### src/rtl/fft_pkg.sv
// Shared FFT datapath types and width helpers.
package fft_pkg;

  localparam int unsigned CPLX_WIDTH = 16;

  typedef struct packed {
    logic signed [CPLX_WIDTH-1:0] re;
    logic signed [CPLX_WIDTH-1:0] im;
  } complex_t;

  typedef enum logic {
    PD_ACCUM  = 1'b0,
    PD_REPORT = 1'b1
  } pd_state_e;

  // |x|^2 of a signed complex sample needs exactly twice the component width.
  function automatic int unsigned pow_width(input int unsigned dw);
    return 2 * dw;
  endfunction

  // Frame energy gains log2(n) bits of headroom over a single bin's power.
  function automatic int unsigned energy_width(input int unsigned dw, input int unsigned n);
    return 2 * dw + $clog2(n);
  endfunction

endpackage

### src/rtl/cplx_mag2.sv
// Exact squared magnitude re^2 + im^2 of a signed complex sample.
module cplx_mag2 #(
  parameter int unsigned DATA_WIDTH = 16
) (
  input  logic signed [DATA_WIDTH-1:0]   re_i,
  input  logic signed [DATA_WIDTH-1:0]   im_i,
  output logic        [2*DATA_WIDTH-1:0] pow_o
);

  localparam int unsigned PW = 2 * DATA_WIDTH;

  logic signed [PW-1:0] re_ext, im_ext, re_sq, im_sq;

  // Each square is at most 2^(PW-2), so it is non-negative as signed; the sum needs the full unsigned range.
  assign re_ext = PW'(re_i);
  assign im_ext = PW'(im_i);
  assign re_sq  = re_ext * re_ext;
  assign im_sq  = im_ext * im_ext;
  assign pow_o  = $unsigned(re_sq) + $unsigned(im_sq);

endmodule

### src/rtl/fft_peak_detect.sv
// Per-frame peak bin search and total energy over a stream of FFT bins.
module fft_peak_detect
  import fft_pkg::*;
#(
  parameter int unsigned FFT_SIZE   = 1024,
  parameter int unsigned DATA_WIDTH = 16,
  parameter int unsigned SKIP_DC    = 1
) (
  input  logic                                          clk_i,
  input  logic                                          rst_ni,
  input  logic                                          fft_in_valid_i,
  input  logic [2*DATA_WIDTH-1:0]                       fft_in_data_i,
  output logic                                          fft_in_ready_o,
  output logic                                          peak_valid_o,
  input  logic                                          peak_ready_i,
  output logic [$clog2(FFT_SIZE)-1:0]                   peak_idx_o,
  output logic [2*DATA_WIDTH-1:0]                       peak_pow_o,
  output logic [2*DATA_WIDTH+$clog2(FFT_SIZE)-1:0]      energy_o,
  output logic [15:0]                                   frame_cnt_o
);

  localparam int unsigned IDX_W = $clog2(FFT_SIZE);
  localparam int unsigned PW    = pow_width(DATA_WIDTH);
  localparam int unsigned EW    = energy_width(DATA_WIDTH, FFT_SIZE);
  localparam logic [IDX_W-1:0] FIRST_IDX = (SKIP_DC != 0) ? IDX_W'(1) : IDX_W'(0);
  localparam logic [IDX_W-1:0] LAST_IDX  = IDX_W'(FFT_SIZE - 1);

  pd_state_e          state_q, state_d;
  logic [IDX_W-1:0]   bin_q;
  logic [IDX_W-1:0]   peak_idx_q, peak_idx_nxt;
  logic [PW-1:0]      peak_pow_q, peak_pow_nxt;
  logic [EW-1:0]      energy_q, energy_nxt;
  logic [PW-1:0]      beat_pow;
  logic               accept, last_beat, eligible, clear;

  cplx_mag2 #(.DATA_WIDTH(DATA_WIDTH)) u_mag2 (
    .re_i  (fft_in_data_i[2*DATA_WIDTH-1:DATA_WIDTH]),
    .im_i  (fft_in_data_i[DATA_WIDTH-1:0]),
    .pow_o (beat_pow)
  );

  always_ff @(posedge clk_i or negedge rst_ni) begin
    if (!rst_ni) state_q <= PD_ACCUM;
    else         state_q <= state_d;
  end

  always_comb begin
    state_d        = state_q;
    fft_in_ready_o = 1'b0;
    peak_valid_o   = 1'b0;
    unique case (state_q)
      PD_ACCUM: begin
        fft_in_ready_o = 1'b1;
        if (fft_in_valid_i && (bin_q == LAST_IDX)) state_d = PD_REPORT;
      end
      PD_REPORT: begin
        peak_valid_o = 1'b1;
        if (peak_ready_i) state_d = PD_ACCUM;
      end
    endcase
  end

  assign accept    = fft_in_valid_i && (state_q == PD_ACCUM);
  assign last_beat = (bin_q == LAST_IDX);
  assign clear     = (state_q == PD_REPORT) && peak_ready_i;
  assign eligible  = !((SKIP_DC != 0) && (bin_q == IDX_W'(0)));

  // Strictly-greater update keeps the lowest index on ties.
  always_comb begin
    peak_idx_nxt = peak_idx_q;
    peak_pow_nxt = peak_pow_q;
    if (eligible && (beat_pow > peak_pow_q)) begin
      peak_idx_nxt = bin_q;
      peak_pow_nxt = beat_pow;
    end
    energy_nxt = energy_q + EW'(beat_pow);
  end

  always_ff @(posedge clk_i or negedge rst_ni) begin
    if (!rst_ni) begin
      bin_q       <= '0;
      peak_idx_q  <= FIRST_IDX;
      peak_pow_q  <= '0;
      energy_q    <= '0;
      peak_idx_o  <= '0;
      peak_pow_o  <= '0;
      energy_o    <= '0;
      frame_cnt_o <= '0;
    end else begin
      if (clear) begin
        bin_q      <= '0;
        peak_idx_q <= FIRST_IDX;
        peak_pow_q <= '0;
        energy_q   <= '0;
      end else if (accept) begin
        bin_q      <= bin_q + IDX_W'(1);
        peak_idx_q <= peak_idx_nxt;
        peak_pow_q <= peak_pow_nxt;
        energy_q   <= energy_nxt;
      end
      // Results are captured with the last beat so they are valid when REPORT is entered.
      if (accept && last_beat) begin
        peak_idx_o  <= peak_idx_nxt;
        peak_pow_o  <= peak_pow_nxt;
        energy_o    <= energy_nxt;
        frame_cnt_o <= frame_cnt_o + 16'd1;
      end
    end
  end

endmodule

### config.mk
export PLATFORM = sky130hd
export DESIGN_NAME = fft_peak_detect
export DESIGN_NICKNAME = d
export VERILOG_FILES = /design/src/rtl/fft_pkg.sv /design/src/rtl/cplx_mag2.sv /design/src/rtl/fft_peak_detect.sv
export SDC_FILE = /design/constraint.sdc
export NUM_CORES = 2
export LEC_CHECK = 0
export BUFFER_PORTS_ARGS = -buffer_cell sky130_fd_sc_hd__buf_2
export CAP_MARGIN = 20
export CORE_UTILIZATION = 55
export DETAILED_ROUTE_END_ITERATION = 10
export PLACE_DENSITY = 0.73
export RECOVER_POWER = 100
export SYNTH_ARGS = -nofsm -noshare
export SYNTH_HDL_FRONTEND = slang
export SYNTH_HIERARCHICAL = 1
export SYNTH_SLANG_ARGS = --single-unit
### constraint.sdc
create_clock -name clk_i -period 5.2 [get_ports clk_i]
set_input_delay 0.52 -clock clk_i [delete_from_list [all_inputs] [get_ports clk_i]]
set_output_delay 0.52 -clock clk_i [all_outputs]
set_load 0.02 [all_outputs]
==> key figures <==
Worst setup path
  – Most used cell, CP: fa_1
  – Worst path slowest cell: fa_2
  – Reg-to-Reg End: energy_q[28]
  – Crit Path Max Fanout: 7
  – CP max stage delay: 0.58 ns
  – Critical Path Source: fft_in_data_i[8]
  – Critical Path Sink Type: register
  – Reg2Reg Setup Slack: 1.37 ns
  – CP arrival: 8.99 ns
  – Reg-to-reg startpoint: state_q
  – CP required: 5.58 ns
  – Crit Path Class: input port to register
  – CP Launch Type: input port
  – R2r worst-path depth: 6

Logic synthesis
  – Synth area leader: fa_1
  – Post-synth EDFFs: 0
  – Mux contribution to synthesized area: 1.94%
  – FF+latch count, synth: 195
  – Synth warnings: 6
  – Cells after Synth: 2986
  – Main flop type after synthesis: dfrtp_1
  – Largest family of logic cells by synthesized area: adder cells
  – Compound-Gate Fraction of Synth Area: 8.21%
  – Synth unique cells: 78
  – Seq/Total Area, Yosys: 17.3%
  – Post-synthesis adder-cell area fraction: 46.7%
  – Avg Cell Area, Syn: 9.47 sq um
  – Synth Area in XOR/XNOR: 3.32%
  – Simple-Gate Fraction of Synth Area: 11.7%
  – Synth Cell Area: 0.0283 sq mm
  – Net Count, Synth: 3761
  – Largest cells by area after synthesis: fa_1 (37%), dfrtp_1 (17%), ha_1 (9.5%)
  – Top-area cell type share of the netlist area: 37.2%
  – Async SR Flop Fraction: 100%

Clocking
  – Skew-Pair Late Insertion Delay: 0.46 ns
  – Clock slew at reported path FFs: 0.08 ns
  – Total CTS buffers: 17
  – Clock Path Buffers: 2
  – CTS tree: built
  – TritonCTS Sinks: 195
  – Root Driver: clkbuf_16
  – Hold_buf cts: 0
  – H-Tree Depth: 4

Timing
  – Setup Skew: 0.0132 ns
  – Least-Margin Pin Slew: 3.04 ns
  – Maximum achievable frequency: 116 MHz
  – Final cycle utilization of the critical path: 166%
  – Slew headroom: -103%
  – Final Slew Violations: 268
  – RSZ-0062 raised after global routing: true
  – Setup TNS: -465.43 ns
  – Final Hold Vio Count: 0
  – Fin crit period: 8.61 ns
  – Final setup viols: 156
  – Final worst slack: -3.41 ns

Placement
  – DP HPWL: 58.9 mm
  – Final Wtd Congestion: 0.989
  – Buffers on Ports: 137
  – Placed instance area: 0.0331 sq mm
  – Pre-CTS setup slack: -4.05 ns

GRT
  – Met3 GRT Util: 3.80%
  – Initial antenna violation count: 0
  – GR peak layer: met2
  – Largest net degree at the start of global routing: 121
  – First-pass GRT wire length: 126 mm
  – Met2 Use GR: 51.7%
  – Remaining global-route overflow: 0
  – Number of global-route vias before repair: 25.0k
  – Met1 usage: 38.8%
  – GRT Overall Usage: 30.1%

Drt
  – Final WL: 80.0 mm
  – 1st-iter DRT viols: 1839
  – Routed length per instance: 18.8 um
  – Drt drc: 0
  – DR pass1 iterations: 5
  – Routed Antenna Nets: 0
  – DR vias: 22.9k
  – Via/cell ratio: 5.40

Floorplanning
  – Core footprint: 0.0505 sq mm
  – Site Rows: 82
  – Initial core utilization: 56.0%
  – Chip Width: 229 um
  – # IOs: 138
  – Die Area: 0.0523 sq mm
  – Die Y-Extent: 229 um

Cells and area
  – Finished Core Util: 73.2%
  – Area growth from synthesis to layout: 30.8%
  – Multi-input gate area: 0.0226 sq mm
  – Final instance area: 0.0370 sq mm
  – # fillers: 3371
  – Sequential cell area: 0.00488 sq mm
  – Total Nets Final: 4334
  – # diodes: 0
  – Layout cells sized above 1: 27.9%

Min path
  – Hold Path Depth: 2
  – Worst hold path type: input port to register
  – Hold endpoint: bin_q[5]
  – Hold_sp: peak_ready_i

Flow run
  – Total of max-cap violations: 5

Run status
  – Failing checks: capacitance limit, slew limit, setup timing
  – Status: finished, violations left
[cell usage in the layout (no fill, tap or decap), types with 17 or more instances in the layout]
master	Yosys	final
nand2_1	399	348
inv_1	707	666
xnor2_1	75	53
buf_4	2	419
nor2_1	89	59
o21ai_1	6	85
ha_4	0	46
a22o_1	26	26
xor2_1	32	17
and3_1	23	19
ha_1	214	164
nor2b_1	23	19
dfrtp_1	194	194
clkbuf_1	70	106
mux2i_1	38	30
a21oi_1	82	37
buf_12	0	22
clkbuf_16	0	22
o21ai_0	128	22
a21oi_2	6	40
o21ai_2	0	24
nor2_2	0	22
and2_1	92	71
fa_1	525	495
nand2_2	0	37
a21o_1	35	35
and2_4	0	22
fa_2	0	30
buf_6	1	69
nand4_1	19	19
inv_2	0	38
[worst max-delay path: cells and delay by family]
| kind | cells | cell delay (ns) |
|---|---|---|
| buffers and inverters | 12 | 1.32 |
| and+or+nand+nor | 6 | 0.98 |
| adders and majority gates | 10 | 4.78 |
| AOI/OAI and AO/OA | 8 | 1.33 |
[metal layers]
| layer | up-vias | routed length (um) |
|---|---|---|
| met2 | 909 | 39700 |
| met3 | 283 | 4800 |
| met1 | 11445 | 31400 |
| li1 | 10267 | - |
| met5 | - | 0 |
| met4 | 0 | 4030 |
[how the worst max path moves through the flow]
stage          slack, ns  cells past startpoint             end
2_1_floorplan      -3.18                     34  peak_pow_o[11]
6_report           -3.41                     36  peak_pow_q[16]
5_1_grt            -3.67                     36  peak_pow_q[16]
3_3_place_gp       -3.91                     31    energy_o[33]
4_1_cts            -3.35                     35   peak_pow_o[6]
3_5_place_dp       -4.05                     33  peak_pow_o[26]
[registers in the layout, summed over array words and instances, names as in the netlist]
register,flops
bin_q,10
energy_o,42
energy_q,42
frame_cnt_o,16
peak_idx_o,10
peak_idx_q,10
peak_pow_o,32
peak_pow_q,32
state_q,1
[cells in the mapped netlist (9+ instances only)]
cell type / number
nand4_1: 19
clkbuf_1: 70
mux2_2: 11
a22o_1: 26
buf_2: 16
a21oi_1: 82
inv_1: 707
a31oi_1: 10
nand3_1: 23
and3_1: 23
and2_1: 92
nor2b_1: 23
dfrtp_1: 194
nor2_1: 89
nand2b_1: 12
xnor2_1: 75
fa_1: 525
ha_1: 214
mux2i_1: 38
xor2_1: 32
o21ai_0: 128
nor3b_1: 12
nor3_1: 9
nand2_1: 399
a21o_1: 35
[through the flow]
stage                     hold slack [ns]  std cells
after CTS                           0.242       4206
after floorplan                     0.224       2986
after global routing                0.309       4243
after global placement              0.453       4111
after detailed placement            0.456       4111
final                               0.302       4243
[repair_timing]
action	CTS	global route
pin swaps	117	151
setup buffers	51	40
cloned	14	6
endpoints found under the setup margin	157	156
gates resized for setup	381	195
[area by class of cell]
class / instances / area share, %
well taps: 672 / 2.27
clock inverters: 13 / 0.471
flip-flops and latches: 195 / 13.2
repair inverters: 1 / 0.0203
multi-input cells: 1987 / 61.1
repair buffers: 649 / 14.5
inverters: 708 / 7.25
clock buffers: 18 / 1.19
[logic make-up (layout without fill, tap and decap cells)]
| logic type | Yosys count | in the layout |
|---|---|---|
| AO/OA/AOI/OAI | 362 | 363 |
| XOR/XNOR | 107 | 107 |
| adder cells (fa/ha/maj) | 739 | 739 |
| buffers and inverters | 806 | 1389 |
| flip-flops | 195 | 195 |
| multiplexers | 52 | 52 |
| AND/OR/NAND/NOR | 725 | 726 |
Power is left out: the tool's default activity adds up to more than one toggle a clock period on the data nets, which glitch-free logic cannot reach.
